### config.mk
export PLATFORM = sky130hd
export DESIGN_NAME = armleocpu_load_aligner
export DESIGN_NICKNAME = d
export VERILOG_FILES = /design/src/rtl/armleocpu_load_pkg.sv /design/src/rtl/armleocpu_load_extend.sv /design/src/rtl/armleocpu_load_aligner.sv
export SDC_FILE = /design/constraint.sdc
export NUM_CORES = 1
export LEC_CHECK = 0
export CORE_MARGIN = 4
export CORE_UTILIZATION = 30
export DETAILED_ROUTE_END_ITERATION = 6
export GPL_ROUTABILITY_DRIVEN = 0
export MAX_ROUTING_LAYER = met4
export SLEW_MARGIN = 20
export SYNTH_ARGS = -nofsm -noshare
export SYNTH_HDL_FRONTEND = slang
export SYNTH_SLANG_ARGS = --single-unit
### constraint.sdc
create_clock -name clk -period 2 [get_ports clk]
set_input_delay 0.2 -clock clk [delete_from_list [all_inputs] [get_ports clk]]
set_output_delay 0.2 -clock clk [all_outputs]
set_load 0.01 [all_outputs]
### src/rtl/armleocpu_load_pkg.sv
// Shared load-type encodings, FSM state encoding and size/legality helpers
// for the load aligner and its extension unit.
package armleocpu_load_pkg;

  localparam logic [2:0] LOAD_BYTE   = 3'b000;
  localparam logic [2:0] LOAD_HALF   = 3'b001;
  localparam logic [2:0] LOAD_WORD   = 3'b010;
  localparam logic [2:0] LOAD_DOUBLE = 3'b011;
  localparam logic [2:0] LOAD_BYTE_U = 3'b100;
  localparam logic [2:0] LOAD_HALF_U = 3'b101;
  localparam logic [2:0] LOAD_WORD_U = 3'b110;

  typedef enum logic [2:0] {
    STATE_IDLE   = 3'd0,
    STATE_ISSUE0 = 3'd1,
    STATE_WAIT0  = 3'd2,
    STATE_ISSUE1 = 3'd3,
    STATE_WAIT1  = 3'd4,
    STATE_RESP   = 3'd5
  } state_t;

  function automatic logic [3:0] load_size(input logic [2:0] load_type);
    logic [3:0] size;
    case (load_type[1:0])
      2'b00:   size = 4'd1;
      2'b01:   size = 4'd2;
      2'b10:   size = 4'd4;
      default: size = 4'd8;
    endcase
    return size;
  endfunction

  // DOUBLE and WORD_U only exist on a 64-bit datapath.
  function automatic logic is_legal(input logic [2:0] load_type, input int xlen);
    logic legal;
    case (load_type)
      LOAD_BYTE, LOAD_HALF, LOAD_WORD, LOAD_BYTE_U, LOAD_HALF_U: legal = 1'b1;
      LOAD_DOUBLE, LOAD_WORD_U: legal = (xlen == 64);
      default: legal = 1'b0;
    endcase
    return legal;
  endfunction

endpackage

### src/rtl/armleocpu_load_extend.sv
// Combinational zero/sign extension of the right-aligned load data
// according to the RISC-V funct3 load type.
module armleocpu_load_extend
  import armleocpu_load_pkg::*;
#(
  parameter int XLEN = 32
) (
  input  logic [XLEN-1:0] i_data,
  input  logic [2:0]      i_type,
  output logic [XLEN-1:0] o_data
);

  // Select the extension width and signedness from the load type.
  always_comb begin
    o_data = '0;
    case (i_type)
      LOAD_BYTE:   o_data = XLEN'($signed(i_data[7:0]));
      LOAD_HALF:   o_data = XLEN'($signed(i_data[15:0]));
      LOAD_WORD:   o_data = XLEN'($signed(i_data[31:0]));
      LOAD_DOUBLE: o_data = i_data;
      LOAD_BYTE_U: o_data = XLEN'(i_data[7:0]);
      LOAD_HALF_U: o_data = XLEN'(i_data[15:0]);
      LOAD_WORD_U: o_data = XLEN'(i_data[31:0]);
      default:     o_data = '0;
    endcase
  end

endmodule

### src/rtl/armleocpu_load_aligner.sv
// Sequential load aligner: issues one or two aligned bus beats, merges, aligns and
// extends the data. Optional macro ARMLEOCPU_LOAD_ALIGNER_MISALIGNED_EN enables misaligned loads.
module armleocpu_load_aligner
  import armleocpu_load_pkg::*;
#(
  parameter  int XLEN = 32,
  localparam int OFFW = $clog2(XLEN/8)
) (
  input  logic            clk,
  input  logic            rst,
  input  logic            req_valid,
  output logic            req_ready,
  input  logic [OFFW-1:0] req_offset,
  input  logic [2:0]      req_type,
  output logic            bus_req_valid,
  input  logic            bus_req_ready,
  output logic            bus_req_second,
  input  logic            bus_rsp_valid,
  input  logic [XLEN-1:0] bus_rsp_data,
  input  logic            bus_rsp_error,
  output logic            rsp_valid,
  input  logic            rsp_ready,
  output logic [XLEN-1:0] rsp_data,
  output logic            rsp_missaligned,
  output logic            rsp_unknowntype,
  output logic            rsp_accessfault
);

  if (!(XLEN == 32 || XLEN == 64)) begin : g_bad_xlen
    $error("armleocpu_load_aligner: XLEN must be 32 or 64");
  end

  state_t          r_state;
  state_t          w_state_nxt;
  logic [OFFW-1:0] r_offset;
  logic [2:0]      r_type;
  logic [XLEN-1:0] r_rsp_data;
  logic            r_unknowntype;
  logic            r_accessfault;
  logic [3:0]      w_req_size;
  logic            w_req_unknown;
  logic            w_req_reject;
  logic [XLEN-1:0] w_merge_lo;
  logic [XLEN-1:0] w_merge_hi;
  logic [XLEN-1:0] w_shifted;
  logic [XLEN-1:0] w_extended;

  assign w_req_size    = load_size(req_type);
  assign w_req_unknown = !is_legal(req_type, XLEN);

`ifdef ARMLEOCPU_LOAD_ALIGNER_MISALIGNED_EN
  logic            r_crossing;
  logic [XLEN-1:0] r_beat0;
  logic            w_req_cross;

  assign w_req_cross  = (int'(req_offset) + int'(w_req_size)) > (XLEN/8);
  assign w_req_reject = w_req_unknown;
  // The second beat supplies the upper half of the merge window.
  assign w_merge_lo   = (r_state == STATE_WAIT1) ? r_beat0 : bus_rsp_data;
  assign w_merge_hi   = (r_state == STATE_WAIT1) ? bus_rsp_data : '0;
  assign rsp_missaligned = 1'b0;
`else
  logic r_missaligned;
  logic w_req_mis;

  assign w_req_mis    = (req_offset & OFFW'(w_req_size - 4'd1)) != '0;
  assign w_req_reject = w_req_unknown || w_req_mis;
  assign w_merge_lo   = bus_rsp_data;
  assign w_merge_hi   = '0;
  assign rsp_missaligned = r_missaligned;
`endif

  assign w_shifted = XLEN'({w_merge_hi, w_merge_lo} >> {r_offset, 3'b000});

  armleocpu_load_extend #(.XLEN(XLEN)) u_extend (
    .i_data (w_shifted),
    .i_type (r_type),
    .o_data (w_extended)
  );

  assign req_ready       = (r_state == STATE_IDLE);
  assign bus_req_valid   = (r_state == STATE_ISSUE0) || (r_state == STATE_ISSUE1);
  assign bus_req_second  = (r_state == STATE_ISSUE1);
  assign rsp_valid       = (r_state == STATE_RESP);
  assign rsp_data        = r_rsp_data;
  assign rsp_unknowntype = r_unknowntype;
  assign rsp_accessfault = r_accessfault;

  // State register.
  always_ff @(posedge clk or posedge rst) begin
    if (rst) begin
      r_state <= STATE_IDLE;
    end else begin
      r_state <= w_state_nxt;
    end
  end

  // Next-state logic.
  always_comb begin
    w_state_nxt = r_state;
    case (r_state)
      STATE_IDLE: begin
        if (req_valid) begin
          if (w_req_reject) w_state_nxt = STATE_RESP;
          else              w_state_nxt = STATE_ISSUE0;
        end else begin
          w_state_nxt = STATE_IDLE;
        end
      end
      STATE_ISSUE0: begin
        if (bus_req_ready) w_state_nxt = STATE_WAIT0;
        else               w_state_nxt = STATE_ISSUE0;
      end
      STATE_WAIT0: begin
        if (bus_rsp_valid) begin
`ifdef ARMLEOCPU_LOAD_ALIGNER_MISALIGNED_EN
          if (!bus_rsp_error && r_crossing) w_state_nxt = STATE_ISSUE1;
          else                              w_state_nxt = STATE_RESP;
`else
          w_state_nxt = STATE_RESP;
`endif
        end else begin
          w_state_nxt = STATE_WAIT0;
        end
      end
`ifdef ARMLEOCPU_LOAD_ALIGNER_MISALIGNED_EN
      STATE_ISSUE1: begin
        if (bus_req_ready) w_state_nxt = STATE_WAIT1;
        else               w_state_nxt = STATE_ISSUE1;
      end
      STATE_WAIT1: begin
        if (bus_rsp_valid) w_state_nxt = STATE_RESP;
        else               w_state_nxt = STATE_WAIT1;
      end
`endif
      STATE_RESP: begin
        if (rsp_ready) w_state_nxt = STATE_IDLE;
        else           w_state_nxt = STATE_RESP;
      end
      default: w_state_nxt = STATE_IDLE;
    endcase
  end

  // Request latch, beat capture and registered result; cleared after handoff.
  always_ff @(posedge clk or posedge rst) begin
    if (rst) begin
      r_offset      <= '0;
      r_type        <= 3'b000;
      r_rsp_data    <= '0;
      r_unknowntype <= 1'b0;
      r_accessfault <= 1'b0;
`ifdef ARMLEOCPU_LOAD_ALIGNER_MISALIGNED_EN
      r_crossing    <= 1'b0;
      r_beat0       <= '0;
`else
      r_missaligned <= 1'b0;
`endif
    end else begin
      case (r_state)
        STATE_IDLE: begin
          if (req_valid) begin
            r_offset      <= req_offset;
            r_type        <= req_type;
            r_rsp_data    <= '0;
            r_unknowntype <= w_req_unknown;
            r_accessfault <= 1'b0;
`ifdef ARMLEOCPU_LOAD_ALIGNER_MISALIGNED_EN
            r_crossing    <= w_req_cross;
`else
            r_missaligned <= !w_req_unknown && w_req_mis;
`endif
          end
        end
        STATE_WAIT0: begin
          if (bus_rsp_valid) begin
            r_accessfault <= bus_rsp_error;
`ifdef ARMLEOCPU_LOAD_ALIGNER_MISALIGNED_EN
            r_beat0 <= bus_rsp_data;
            if (bus_rsp_error || !r_crossing) begin
              r_rsp_data <= bus_rsp_error ? '0 : w_extended;
            end
`else
            r_rsp_data <= bus_rsp_error ? '0 : w_extended;
`endif
          end
        end
`ifdef ARMLEOCPU_LOAD_ALIGNER_MISALIGNED_EN
        STATE_WAIT1: begin
          if (bus_rsp_valid) begin
            r_accessfault <= r_accessfault | bus_rsp_error;
            r_rsp_data    <= (r_accessfault | bus_rsp_error) ? '0 : w_extended;
          end
        end
`endif
        STATE_RESP: begin
          if (rsp_ready) begin
            r_rsp_data    <= '0;
            r_unknowntype <= 1'b0;
            r_accessfault <= 1'b0;
`ifndef ARMLEOCPU_LOAD_ALIGNER_MISALIGNED_EN
            r_missaligned <= 1'b0;
`endif
          end
        end
        default: begin
        end
      endcase
    end
  end

endmodule

==> results.sh <==
export IMPL_htree_levels=2
export IMPL_die_area_um2=9844
export IMPL_stdcell_count=419
export IMPL_num_vias=2095
export IMPL_drive_above_1_share_pct=17.52
export IMPL_pd_cells_nw_per_um2=1232
export IMPL_ctsHoldBuffers=0
export IMPL_dp_hpwl_um=5268
export IMPL_worst_setup_path_startpoint="r_state[1]$_DFF_PP0_"
export IMPL_number_of_antenna_violations_at_the_first_check_in_global_routing=0
export IMPL_grt_pass1_vias=2040
export IMPL_worst_pin_slew_ps=660.3
export IMPL_power_leakage_uw=0.001434
export IMPL_share_of_synthesized_registers_carrying_an_async_set_or_reset_pct=100.0
export IMPL_p_comb_share_pct=53.1
export IMPL_num_fill_cells=772
export IMPL_headroom_to_the_max_slew_limit_pct=55.90
export IMPL_post_route_period_util_pct=93.97
export IMPL_clock_fmax_mhz=532.1
export IMPL_synth_top_area_share_pct=43.11
export IMPL_cts_reportedPaths_clkPinSlew_ps=90
export IMPL_floorplan_io_pins=83
export IMPL_ys_seq_elements=43
export IMPL_grt_setup_unrepaired="false"
export IMPL_rr_endpoint="rsp_unknowntype$_DFFE_PP0P_"
export IMPL_die_x_um=99.22
export IMPL_number_of_different_library_cells_in_the_post_synthesis_netlist=43
export IMPL_critical_path_startpoint_type="register"
export IMPL_drt_pass1_iterations=4
export IMPL_postCtsResizedCells=0
export IMPL_drt_iter0_drc=87
export IMPL_antenna_violating_nets_post_route=0
export IMPL_drv_max_cap_violation_count=0
export IMPL_internal_power_uw=2603
export IMPL_synth_edf_count=0
export IMPL_cts_post_setup_buffers_inserted=0
export IMPL_setup_violations_final=0
export IMPL_netSwitchingFraction_pct=40.30
export IMPL_part_of_the_yosys_area_used_for_sequential_elements_pct=43.11
export IMPL_finish_net_count=358
export IMPL_placementRows=33
export IMPL_postPlaceCellArea_um2=3436
export IMPL_crit_path_max_fanout=9
export IMPL_total_switching_power_uw=1757
export IMPL_vdd_ir_drop_worst_mv=0.4468
export IMPL_timing_hold_violations_final=0
export IMPL_multi_input_gate_area_in_the_final_layout_um2=1289
export IMPL_ys_warn_count=0
export IMPL_rr_startpoint="r_state[1]$_DFF_PP0_"
export IMPL_setup_tns_ps=0
export IMPL_outcome="completed"
export IMPL_routedWlPerCell_um=17.19
export IMPL_synth_top_flop_cell="dfrtp_1"
export IMPL_power_frac_clock_pct=15.3
export IMPL_globalRouteTotalUtil_pct=14.66
export IMPL_cts_sinks=43
export IMPL_syn_mean_instance_area_um2=10.90
export IMPL_cp_arrival_ps=1680
export IMPL_dpl_worst_slack_ps=80.16
export IMPL_worstSetupEndpointType="primary output"
export IMPL_global_route_wire_length_before_repair_um=10960
export IMPL_path_class="register to primary output"
export IMPL_via_per_inst=5.000
export IMPL_numCtsBuffers=5
export IMPL_dpl_cell_count=412
export IMPL_synthToLayoutAreaGrowth_pct=41.75
export IMPL_portBuffers=82
export IMPL_holdCritPathClass="input pin to asynchronous set/reset pin"
export IMPL_grt_remaining_overflow=0
export IMPL_grt_start_max_net_pins=44
export IMPL_drc=0
export IMPL_timing_final_max_slew_violations=0
export IMPL_ff_latch_area_um2=1076
export IMPL_core_region_area_um2=8134
export IMPL_period_needed_ps=1879
export IMPL_post_route_worst_setup_slack_ps=120.7
export IMPL_clk_root_buffer_cell="clkbuf_8"
export IMPL_reg2reg_setup_slack_ps=250
export IMPL_synth_top_cells_by_area="dfrtp_1 (43%), mux2i_1 (6.0%), o21ai_2 (5.6%), mux2_2 (3.6%), a221o_1 (3.2%)"
export IMPL_worstRegToRegCells=4
export IMPL_initial_core_util_pct=30.69
export IMPL_worst_endpoint_required_ps=1800
export IMPL_cts_path_max_buffers=2
export IMPL_syn_nets=273
export IMPL_yosysMostFrequentCell="dfrtp_1"
export IMPL_finalPower_uw=4360
export IMPL_post_layout_inst_area_um2=3538
export IMPL_worst_skew_pair_late_latency_ps=300
export IMPL_post_synth_top_area_cell="dfrtp_1"
export IMPL_antenna_cells_inserted=0
export IMPL_post_synth_top_cells="dfrtp_1 (43), nand2_1 (20), nor2_1 (16), o21ai_2 (16), mux2i_1 (15)"
export IMPL_timing_clock_skew_ps=10.70
export IMPL_syn_area_um2=2496
export IMPL_die_y_um=99.22
export IMPL_tritoncts="yes"
export IMPL_power_share_sequential_pct=31.6
export IMPL_finalWirelength_um=7201
export IMPL_post_synth_inst_count=229
## final cells by class
cell class / count / share of cell area (%)
Inverter: 3 / 0.3182
Timing Repair Buffer: 93 / 26.24
Sequential cell: 43 / 30.41
Tap cell: 105 / 3.713
Clock buffer: 6 / 2.051
Multi-Input combinational cell: 168 / 36.42
Clock inverter: 1 / 0.8487
## power groups by stage
| stage | clock, uW | combinational, uW | sequential (uW) |
|---|---|---|---|
| 5_1_grt | 714 | 2480 | 1420 |
| 2_1_floorplan | 0 | 1520 | 1370 |
| 4_1_cts | 683 | 2330 | 1380 |
| 6_report | 668 | 2310 | 1380 |
| 3_5_place_dp | 0 | 2310 | 1400 |
| 3_3_place_gp | 0 | 2300 | 1390 |
## state kept, by name, indices dropped and copies added, names as in the netlist
| name | flops |
|---|---|
| r_offset | 2 |
| r_state | 3 |
| r_type | 3 |
| rsp_accessfault | 1 |
| rsp_data | 32 |
| rsp_missaligned | 1 |
| rsp_unknowntype | 1 |
## placed cells by master, fill, tap and decap left out, types with 3 or more instances in the layout
| cell | n |
|---|---|
| o21ai_1 | 8 |
| nor2_1 | 16 |
| mux2_1 | 4 |
| o21ai_2 | 16 |
| nand3_1 | 3 |
| clkdlybuf4s50_1 | 82 |
| buf_4 | 9 |
| clkbuf_8 | 5 |
| a32oi_1 | 8 |
| nor2b_1 | 4 |
| a21oi_1 | 11 |
| a221o_1 | 8 |
| nand2_1 | 20 |
| mux2i_1 | 15 |
| dfrtp_1 | 43 |
| a22oi_1 | 8 |
| mux2_2 | 8 |
| o21ai_0 | 13 |
## worst max path at each step
stage	end	slack, ps	depth (start not counted)
2_1_floorplan	rsp_data[16]$_DFFE_PP0P_	400	6
3_3_place_gp	rsp_missaligned$_DFFE_PP0P_	120	5
3_5_place_dp	rsp_unknowntype$_DFFE_PP0P_	80	5
4_1_cts	rsp_valid	110	2
5_1_grt	bus_req_second	40	3
6_report	rsp_valid	120	2
## worst max-delay path: stages (launching register included)
cell,delay (ps)
dfrtp_1,470
and3b_4,370
clkdlybuf4s50_1,540
## per-stage QoR
step / hold slack, ps / utilization [%]
after detailed placement: 481.2 / 42.24
after global routing: 408.8 / 43.50
after floorplan: 331.7 / -
after global placement: 472.1 / 42.24
final: 344.6 / 43.50
after CTS: 363.1 / 43.50
## cell families after synthesis
family,after synthesis,synth area share (%)
compound gates,81,25.76
buf+inv,18,5.263
flops,43,43.11
mux,28,12.03
simple gates,59,13.83
## layer usage
layer | vias to the layer above | global-route usage, % | routed length, um | part of all wire [%]
met1 | 999 | 19.56 | 3409 | 47
li1 | 1033 | - | - | -
met5 | - | - | 0 | 0
met3 | 4 | 3.226 | 376 | 5.2
met2 | 59 | 22.93 | 3358 | 47
met4 | 0 | 3.256 | 57 | 0.79
Power figures use the tool's default switching activity.
